[src/rtl/mem_arbiter_pkg.sv]
// ============================================================================
// Module : mem_arbiter_pkg
// Brief  : Shared types and defaults for the unified-memory arbiter.
// Rev    : 1.0  initial release
// ============================================================================
`default_nettype none

package mem_arbiter_pkg;

  // Arbiter FSM states (2-bit encoding)
  typedef enum logic [1:0] {
    ST_IDLE  = 2'd0,
    ST_ISSUE = 2'd1,
    ST_WAIT  = 2'd2,
    ST_RESP  = 2'd3
  } state_t;

  // Requester ids
  typedef enum logic {
    REQ_IF = 1'b0,
    REQ_D  = 1'b1
  } req_id_t;

  // Default widths and timing
  localparam int DEF_ADDR_W     = 32;
  localparam int DEF_DATA_W     = 32;
  localparam int DEF_MEM_LAT    = 1;
  localparam int DEF_STARVE_MAX = 4;

  // Number of bits needed to hold the value n (at least 1)
  function automatic int width_for(input int n);
    return (n < 1) ? 1 : $clog2(n + 1);
  endfunction

endpackage

`default_nettype wire

[src/rtl/mem_arb_pick.sv]
// ============================================================================
// Module : mem_arb_pick
// Brief  : Combinational data-over-fetch priority with starvation override.
// Rev    : 1.0  initial release
// ============================================================================
`default_nettype none

module mem_arb_pick #(
  parameter int STARVE_MAX = 4,
  parameter int SW         = 3
) (
  input  logic          if_req,
  input  logic          d_req,
  input  logic [SW-1:0] streak,
  output logic          grant_if,
  output logic          grant_d
);

  logic starved;

  // Fetch wins only when data is absent or fetch has waited out the streak
  always_comb begin
    starved  = (streak == SW'(STARVE_MAX));
    grant_if = if_req && (!d_req || starved);
    grant_d  = d_req && !grant_if;
  end

endmodule

`default_nettype wire

[src/rtl/mem_arbiter.sv]
// ============================================================================
// Module : mem_arbiter
// Brief  : Single-outstanding arbiter of unified memory between the fetch
//          and load/store stages, with a fixed-latency read path.
// Rev    : 1.0  initial release
// ============================================================================
`default_nettype none

module mem_arbiter
  import mem_arbiter_pkg::*;
#(
  parameter int ADDR_W     = DEF_ADDR_W,
  parameter int DATA_W     = DEF_DATA_W,
  parameter int MEM_LAT    = DEF_MEM_LAT,
  parameter int STARVE_MAX = DEF_STARVE_MAX
) (
  input  logic                clk,
  input  logic                rst,
  input  logic                if_req,
  input  logic [ADDR_W-1:0]   if_addr,
  output logic                if_gnt,
  output logic                if_valid,
  output logic [DATA_W-1:0]   if_rdata,
  input  logic                d_req,
  input  logic                d_we,
  input  logic [DATA_W/8-1:0] d_be,
  input  logic [ADDR_W-1:0]   d_addr,
  input  logic [DATA_W-1:0]   d_wdata,
  output logic                d_gnt,
  output logic                d_valid,
  output logic [DATA_W-1:0]   d_rdata,
  output logic                mem_en,
  output logic                mem_we,
  output logic [DATA_W/8-1:0] mem_be,
  output logic [ADDR_W-1:0]   mem_addr,
  output logic [DATA_W-1:0]   mem_wdata,
  input  logic [DATA_W-1:0]   mem_rdata
);

  localparam int BE_W = DATA_W / 8;
  localparam int SW   = width_for(STARVE_MAX);
  localparam int CW   = width_for(MEM_LAT);

  state_t            state;
  req_id_t           owner;
  logic [ADDR_W-1:0] addr_q;
  logic              we_q;
  logic [BE_W-1:0]   be_q;
  logic [DATA_W-1:0] wdata_q;
  logic [CW-1:0]     cnt;
  logic [SW-1:0]     streak;
  logic              pick_if;
  logic              pick_d;
  logic              can_grant;

  mem_arb_pick #(
    .STARVE_MAX (STARVE_MAX),
    .SW         (SW)
  ) u_pick (
    .if_req   (if_req),
    .d_req    (d_req),
    .streak   (streak),
    .grant_if (pick_if),
    .grant_d  (pick_d)
  );

  // Grants only in IDLE and never while reset is being applied
  always_comb begin
    can_grant = (state == ST_IDLE) && rst;
    if_gnt    = can_grant && pick_if;
    d_gnt     = can_grant && pick_d;
  end

  // Memory strobes decode from the state register; address/data hold the capture
  always_comb begin
    mem_en    = (state == ST_ISSUE);
    mem_we    = mem_en && we_q;
    mem_be    = mem_en ? be_q : '0;
    mem_addr  = addr_q;
    mem_wdata = wdata_q;
    if_valid  = (state == ST_RESP) && (owner == REQ_IF);
    d_valid   = (state == ST_RESP) && (owner == REQ_D);
  end

  // Arbiter FSM with request capture, latency counter and response registers
  always_ff @(posedge clk) begin
    if (!rst) begin
      state    <= ST_IDLE;
      owner    <= REQ_IF;
      addr_q   <= '0;
      we_q     <= 1'b0;
      be_q     <= '0;
      wdata_q  <= '0;
      cnt      <= '0;
      streak   <= '0;
      if_rdata <= '0;
      d_rdata  <= '0;
    end else begin
      case (state)
        ST_IDLE: begin
          if (pick_if) begin
            // Fetches are full-word reads
            owner   <= REQ_IF;
            addr_q  <= if_addr;
            we_q    <= 1'b0;
            be_q    <= '1;
            wdata_q <= '0;
            streak  <= '0;
            state   <= ST_ISSUE;
          end else if (pick_d) begin
            owner   <= REQ_D;
            addr_q  <= d_addr;
            we_q    <= d_we;
            be_q    <= d_be;
            wdata_q <= d_wdata;
            if (if_req && (streak != SW'(STARVE_MAX))) begin
              streak <= streak + SW'(1);
            end
            state   <= ST_ISSUE;
          end
        end
        ST_ISSUE: begin
          cnt   <= CW'(MEM_LAT - 1);
          state <= ST_WAIT;
        end
        ST_WAIT: begin
          if (cnt == '0) begin
            if (owner == REQ_IF) begin
              if_rdata <= mem_rdata;
            end else begin
              d_rdata <= we_q ? '0 : mem_rdata;
            end
            state <= ST_RESP;
          end else begin
            cnt <= cnt - CW'(1);
          end
        end
        ST_RESP: begin
          state <= ST_IDLE;
        end
        default: begin
          state <= ST_IDLE;
        end
      endcase
    end
  end

endmodule

`default_nettype wire

[config.mk]
export PLATFORM = sky130hd
export DESIGN_NAME = mem_arbiter
export DESIGN_NICKNAME = d
export VERILOG_FILES = /design/src/rtl/mem_arbiter_pkg.sv /design/src/rtl/mem_arb_pick.sv /design/src/rtl/mem_arbiter.sv
export SDC_FILE = /design/constraint.sdc
export NUM_CORES = 1
export LEC_CHECK = 0
export ABC_AREA = 0
export BUFFER_PORTS_ARGS = -buffer_cell sky130_fd_sc_hd__buf_2
export CAP_MARGIN = 0
export CORE_ASPECT_RATIO = 0.7
export CORE_MARGIN = 2
export CORE_UTILIZATION = 46
export DETAILED_ROUTE_END_ITERATION = 7
export GPL_TIMING_DRIVEN = 0
export MAX_ROUTING_LAYER = met4
export PLACE_DENSITY_LB_ADDON = 0.3
export SLEW_MARGIN = 20
export SYNTH_ARGS = -nofsm -noshare
export SYNTH_HDL_FRONTEND = slang
export SYNTH_HIERARCHICAL = 1
export SYNTH_SLANG_ARGS = --single-unit
[constraint.sdc]
create_clock -name clk -period 2.47 [get_ports clk]
set_input_delay 0.6175 -clock clk [delete_from_list [all_inputs] [get_ports clk]]
set_output_delay 0.6175 -clock clk [all_outputs]
set_load 0.01 [all_outputs]
**After elaboration in Yosys (flattened, before gate mapping)**

Cells that the tools add are included.
Widths: inputs -> output; s select.

- Mux-type cells: 21
- Reductions and logical operators: 21
- Add/sub/neg operators: 2
- Equal/unequal tests: 7
- Bitwise logic cells: 2

Operator list:

| cell | count |
|---|---|
| $mux 32 | 5 |
| $mux 4 | 3 |
| $logic_and 1x1->1 | 9 |
| $mux 3 | 3 |
| $reduce_and 3->1 | 3 |
| $pmux 2 s4 | 1 |
| $mux 2 | 3 |
| $ne 3x3->1 const B | 2 |
| $reduce_bool 2->1 | 3 |
| $mux 1 | 5 |
| $eq 2x2->1 const B | 2 |
| $reduce_and 2->1 | 2 |
| $add 3x1->3 const B | 1 |
| $eq 3x3->1 const B | 1 |
| $eq 2x1->1 const B | 1 |
| $logic_not 1->1 | 2 |
| $logic_not 2->1 | 1 |
| $ne 2x2->1 const B | 1 |
| $not 1->1 | 2 |
| $pmux 1 s2 | 1 |
| $logic_or 1x1->1 | 1 |
| $sub 1x1->1 const B | 1 |

- Output and inout port bits: 138
- Flip-flop bits (word level): 140
- Logic and storage cells: 63

**Logic depth before layout (Yosys ltp)**

- Depth after elaboration: 8
- Depth in mapped cells: 8

**Hierarchy**

The synthesis kept the hierarchy.

By module, submodules not included:

| module | area an instance (um^2) | cells an instance | instances |
|---|---|---|---|
| mem_arbiter | 5611.6 | 647 | 1 |
| mem_arb_pick | 25.0 | 4 | 1 |

**Least setup slack after synthesis**

No wires, ideal clock.

- Kind: reg-to-output
- Start point: register streak[2]
- End point: output port if_gnt
- Arrival time: 1.482 ns
- Stages on the path, launching flop included: 6
- Slack: 0.371 ns
- Path buffers: 2
- Cells stage by stage: dfxtp_1 -> or3b_1 -> a21oi_1 -> buf_2 -> clkbuf_1 -> and3_1

- Word-level cells in the longest chain between the ends: 4

RTL lines:

| element | RTL line | text |
|---|---|---|
| from (decl) | mem_arbiter.sv:51 | `logic [SW-1:0] streak;` |
| from (signal assigned) | mem_arbiter.sv:117 | `streak <= streak + SW'(1);` |
| $eq 3x3->1 | mem_arb_pick.sv:23 | `starved = (streak == SW'(STARVE_MAX));` |
| $logic_or 1x1->1 | mem_arb_pick.sv:24 | `grant_if = if_req && (!d_req \|\| starved);` |
| $logic_and 1x1->1 | mem_arb_pick.sv:24 |  |
| via pick_if | mem_arbiter.sv:52 | `logic pick_if;` |
| $logic_and 1x1->1 | mem_arbiter.sv:70 | `if_gnt = can_grant && pick_if;` |
| to (decl) | mem_arbiter.sv:21 | `output logic if_gnt,` |

The timed path passes the listed nets, and every way through them passes these cells.

**Worst setup path in the final report**

- Start point: register streak[1]
- End point: output port if_gnt

Same word-level chain as after synthesis.

==> impl_results.md <==
* Max stage delay on crit path at 0.40 ns
* Drt total wl at 16.6 mm
* Reg2reg start: streak[1]
* Sequential area share after synthesis at roughly 49%
* Leakage at about 3.5 nW
* RD Place Congestion at ~0.86
* Fmax at 0.424 GHz
* Worst setup EP type: output port
* Int Power at about 5.3 mW
* Full die area at between 10000 and 15000 µm²
* Final slew viol count at 0
* Cells after synthesis at around 650
* Largest net degree at the start of global routing at 18
* Number of DRC markers in iteration 0 at ~250
* Critical setup path kind: reg -> out
* Status: completed
* Final min period at around 2.4 ns
* Post-Syn Area at about 5600 µm²
* Post-layout util at between 60% and 70%
* Net switching power at 2.72 mW
* Net Sw Frac at between 30 and 40%
* Max clock buf depth at 2
* Max-Cap Viols at 0
* Worst-path clk slew at roughly 0.060 ns
* Clk sinks at roughly 140
* DR vias/cell at ~5.1
* Clock network fraction of total power at around 33%
* Die H at between 90 and 100 µm
* Reg2reg end: mem_wdata[19]
* Top cells by area, synth: dfxtp_1 49%, a21oi_1 8.9%, nand2_1 8.7%
* Ports at 275
* Synth unique cells at 32
* Register-to-register setup slack at approximately 0.22 ns
* Port buffer count at about 270
* Most frequent cells in the layout: 294 x buf_2, 138 x dfxtp_1, 131 x nand2_1, 100 x a21oi_1, 39 x nor2_1
* Area growth from synthesis to layout at 39.0%
* Stages on the worst setup path at 5
* Reg2Reg Depth at 8
* Max FO, Critical Path at 4
* CP max-delay cell: or3b_1
* Antenna violations before repair at 0
* Syn_nets at approximately 790
* Final Hold Fails at 0
* First-pass GRT wire length at 26.2 mm
* Yosys warns at 6
* # DRC at 0
* Initial Utilization at between 40% and 50%
* CTS Root Buffer Type: clkbuf_16
* Layout Nets at between 1000 and 1500
* Relative max-transition margin at 57.1%
* First-pass DRT Iterations at 4
* Layout cells sized above 1 at around a third
* CP Capture Point: if_gnt
* Synthesized flop and latch total at approximately 140
* CP Cell Sequence: or3b_1, a21oi_1, buf_6, and3_1, buf_2
* N_diodes at 0
* CP arrival at 1.74 ns
* Total CTS buffers at 17
* Comb pwr share at 30.9%
* Final setup fails at 0
* All-Layer GR Usage at between 20% and 30%
* Total vias in the final route at around 5700
* Clock Latency Late Sink at around 0.41 ns
* Clk_skew at 0.0101 ns
* Max rail drop VDD at roughly 0.56 mV
* Cell Rows at 33
* GRT overflow at 0
* Min-delay worst type: reg -> reg
* Core area at 11800 µm²
* WP buf/inv at 2
* Hold Startpoint: d_rdata[16]
* Measured slew at the worst slew-check pin at 0.637 ns
* Post-route ant nets at 0
* Vias in the first global route at approximately 5300
* Fin crit share at ~95%
* Power density over the cells at between 1000 and 1500 nW/µm²
* DP HPWL at approximately 13 mm
* Die Span X at around 140 µm
* Synth top area share at around 49%
* Wire per inst at about 15 µm
* Setup_tns at 0 ns
* CP top delay family: simple AND/OR/NAND/NOR gates
* Dominant cell type by area after synthesis: dfxtp_1
* RSZ-0062 raised after global routing: false
* Critical Path RT at between 1.5 and 2 ns
* Flop pwr share at 36.0%
* H-tree depth at 4
* Most common cell after layout, fill and taps aside: buf_2
* Syn avg cell area at 8.66 µm²
* CTS tree: yes
* CP startpoint kind: flop
* CP startpoint: streak[1]
-- repair_timing --
item,in CTS,in global routing
hold buffers,0,0
cloned,0,0
buffers inserted,1,0
gates resized for setup,2,2
setup endpoints to repair,1,21
-- Yosys cell counts, drive strengths merged --
cell and instances:
dfxtp 139, nand2 131, a21oi 100, nor2 39, a211oi 33, clkbuf 33
mux2i 33, nand3b 33, nand4b 32, buf 28, nor3 9, inv 7
and2 6, ha 6, o21ai 3, a211o 2, a31oi 2, and3 2
nand2b 2, nand4 2, nor2b 2, o21a 2, a21boi 1, a31o 1
and4b 1, nor3b 1, or3b 1
-- metrics by stage --
stage | hold slack [ns] | cells | total power, mW | cell area, µm² | worst slack [ns]
3_3_place_gp | 0.436 | 1082 | 5.39 | 7200 | 0.0163
2_1_floorplan | 0.471 | 651 | 4.48 | 5640 | 0.371
5_1_grt | 0.450 | 1113 | 8.53 | 7840 | 0.0210
3_5_place_dp | 0.442 | 1082 | 5.43 | 7200 | 0.00736
4_1_cts | 0.443 | 1113 | 8.09 | 7830 | 0.0612
6_report | 0.447 | 1113 | 8.06 | 7840 | 0.111
-- power by group through the flow --
| stage | Clock, mW | Sequential [mW] | Combinational [mW] |
|---|---|---|---|
| floorplan | 0 | 3.11 | 1.36 |
| global placement | 0 | 2.93 | 2.46 |
| detailed placement | 0 | 2.94 | 2.49 |
| CTS | 2.69 | 2.89 | 2.50 |
| global route | 2.79 | 2.95 | 2.78 |
| finish | 2.67 | 2.90 | 2.49 |
-- cell type report --
type / count / area (µm²)
clock inverters: 13 / 190
multi-input cells: 444 / 2560
fillers: 1013 / 3970
clock buffers: 18 / 429
plain buffers: 60 / 277
repair buffers: 275 / 1380
flip-flops and latches: 139 / 2780
inverters: 7 / 26.3
well taps: 157 / 196
-- worst min path at each step --
stage	to	slack, ns	depth (start not counted)
floorplan	be_q[0]	0.47	2
global placement	mem_wdata[4]	0.44	2
detailed placement	d_rdata[2]	0.44	2
CTS	if_rdata[28]	0.44	3
global route	if_rdata[7]	0.45	3
finish	d_rdata[16]	0.45	2
-- routing by layer --
metal,GRT usage [%],vias to the layer above,share of wire [%]
li1,-,2839,-
met1,33.7,2627,47
met3,5.71,29,6.3
met2,39.5,212,45
met5,-,-,0
met4,7.85,0,2.2
-- worst reg2reg max path, stage by stage, from the launching register on --
cell and delay, ns:
dfxtp_1 0.34, or3b_1 0.40, a21oi_1 0.19, buf_6 0.12
buf_4 0.21, clkbuf_4 0.32, clkbuf_1 0.31, nand3b_1 0.16
a21oi_1 0.07
-- registers in the layout (all words and copies together), names as in the netlist --
name,count
d_rdata,32
state,2
we_q,1
if_rdata,32
streak,3
mem_addr,32
owner,1
mem_wdata,32
be_q,4
-- logic make-up after synthesis --
group | share of synthesized area [%]
simple gates | 23.5
compound gates | 14.7
flops | 49.4
buf+inv | 5.28
mux | 5.86
fa+ha+maj | 1.33
Power figures use the tool's default switching activity.
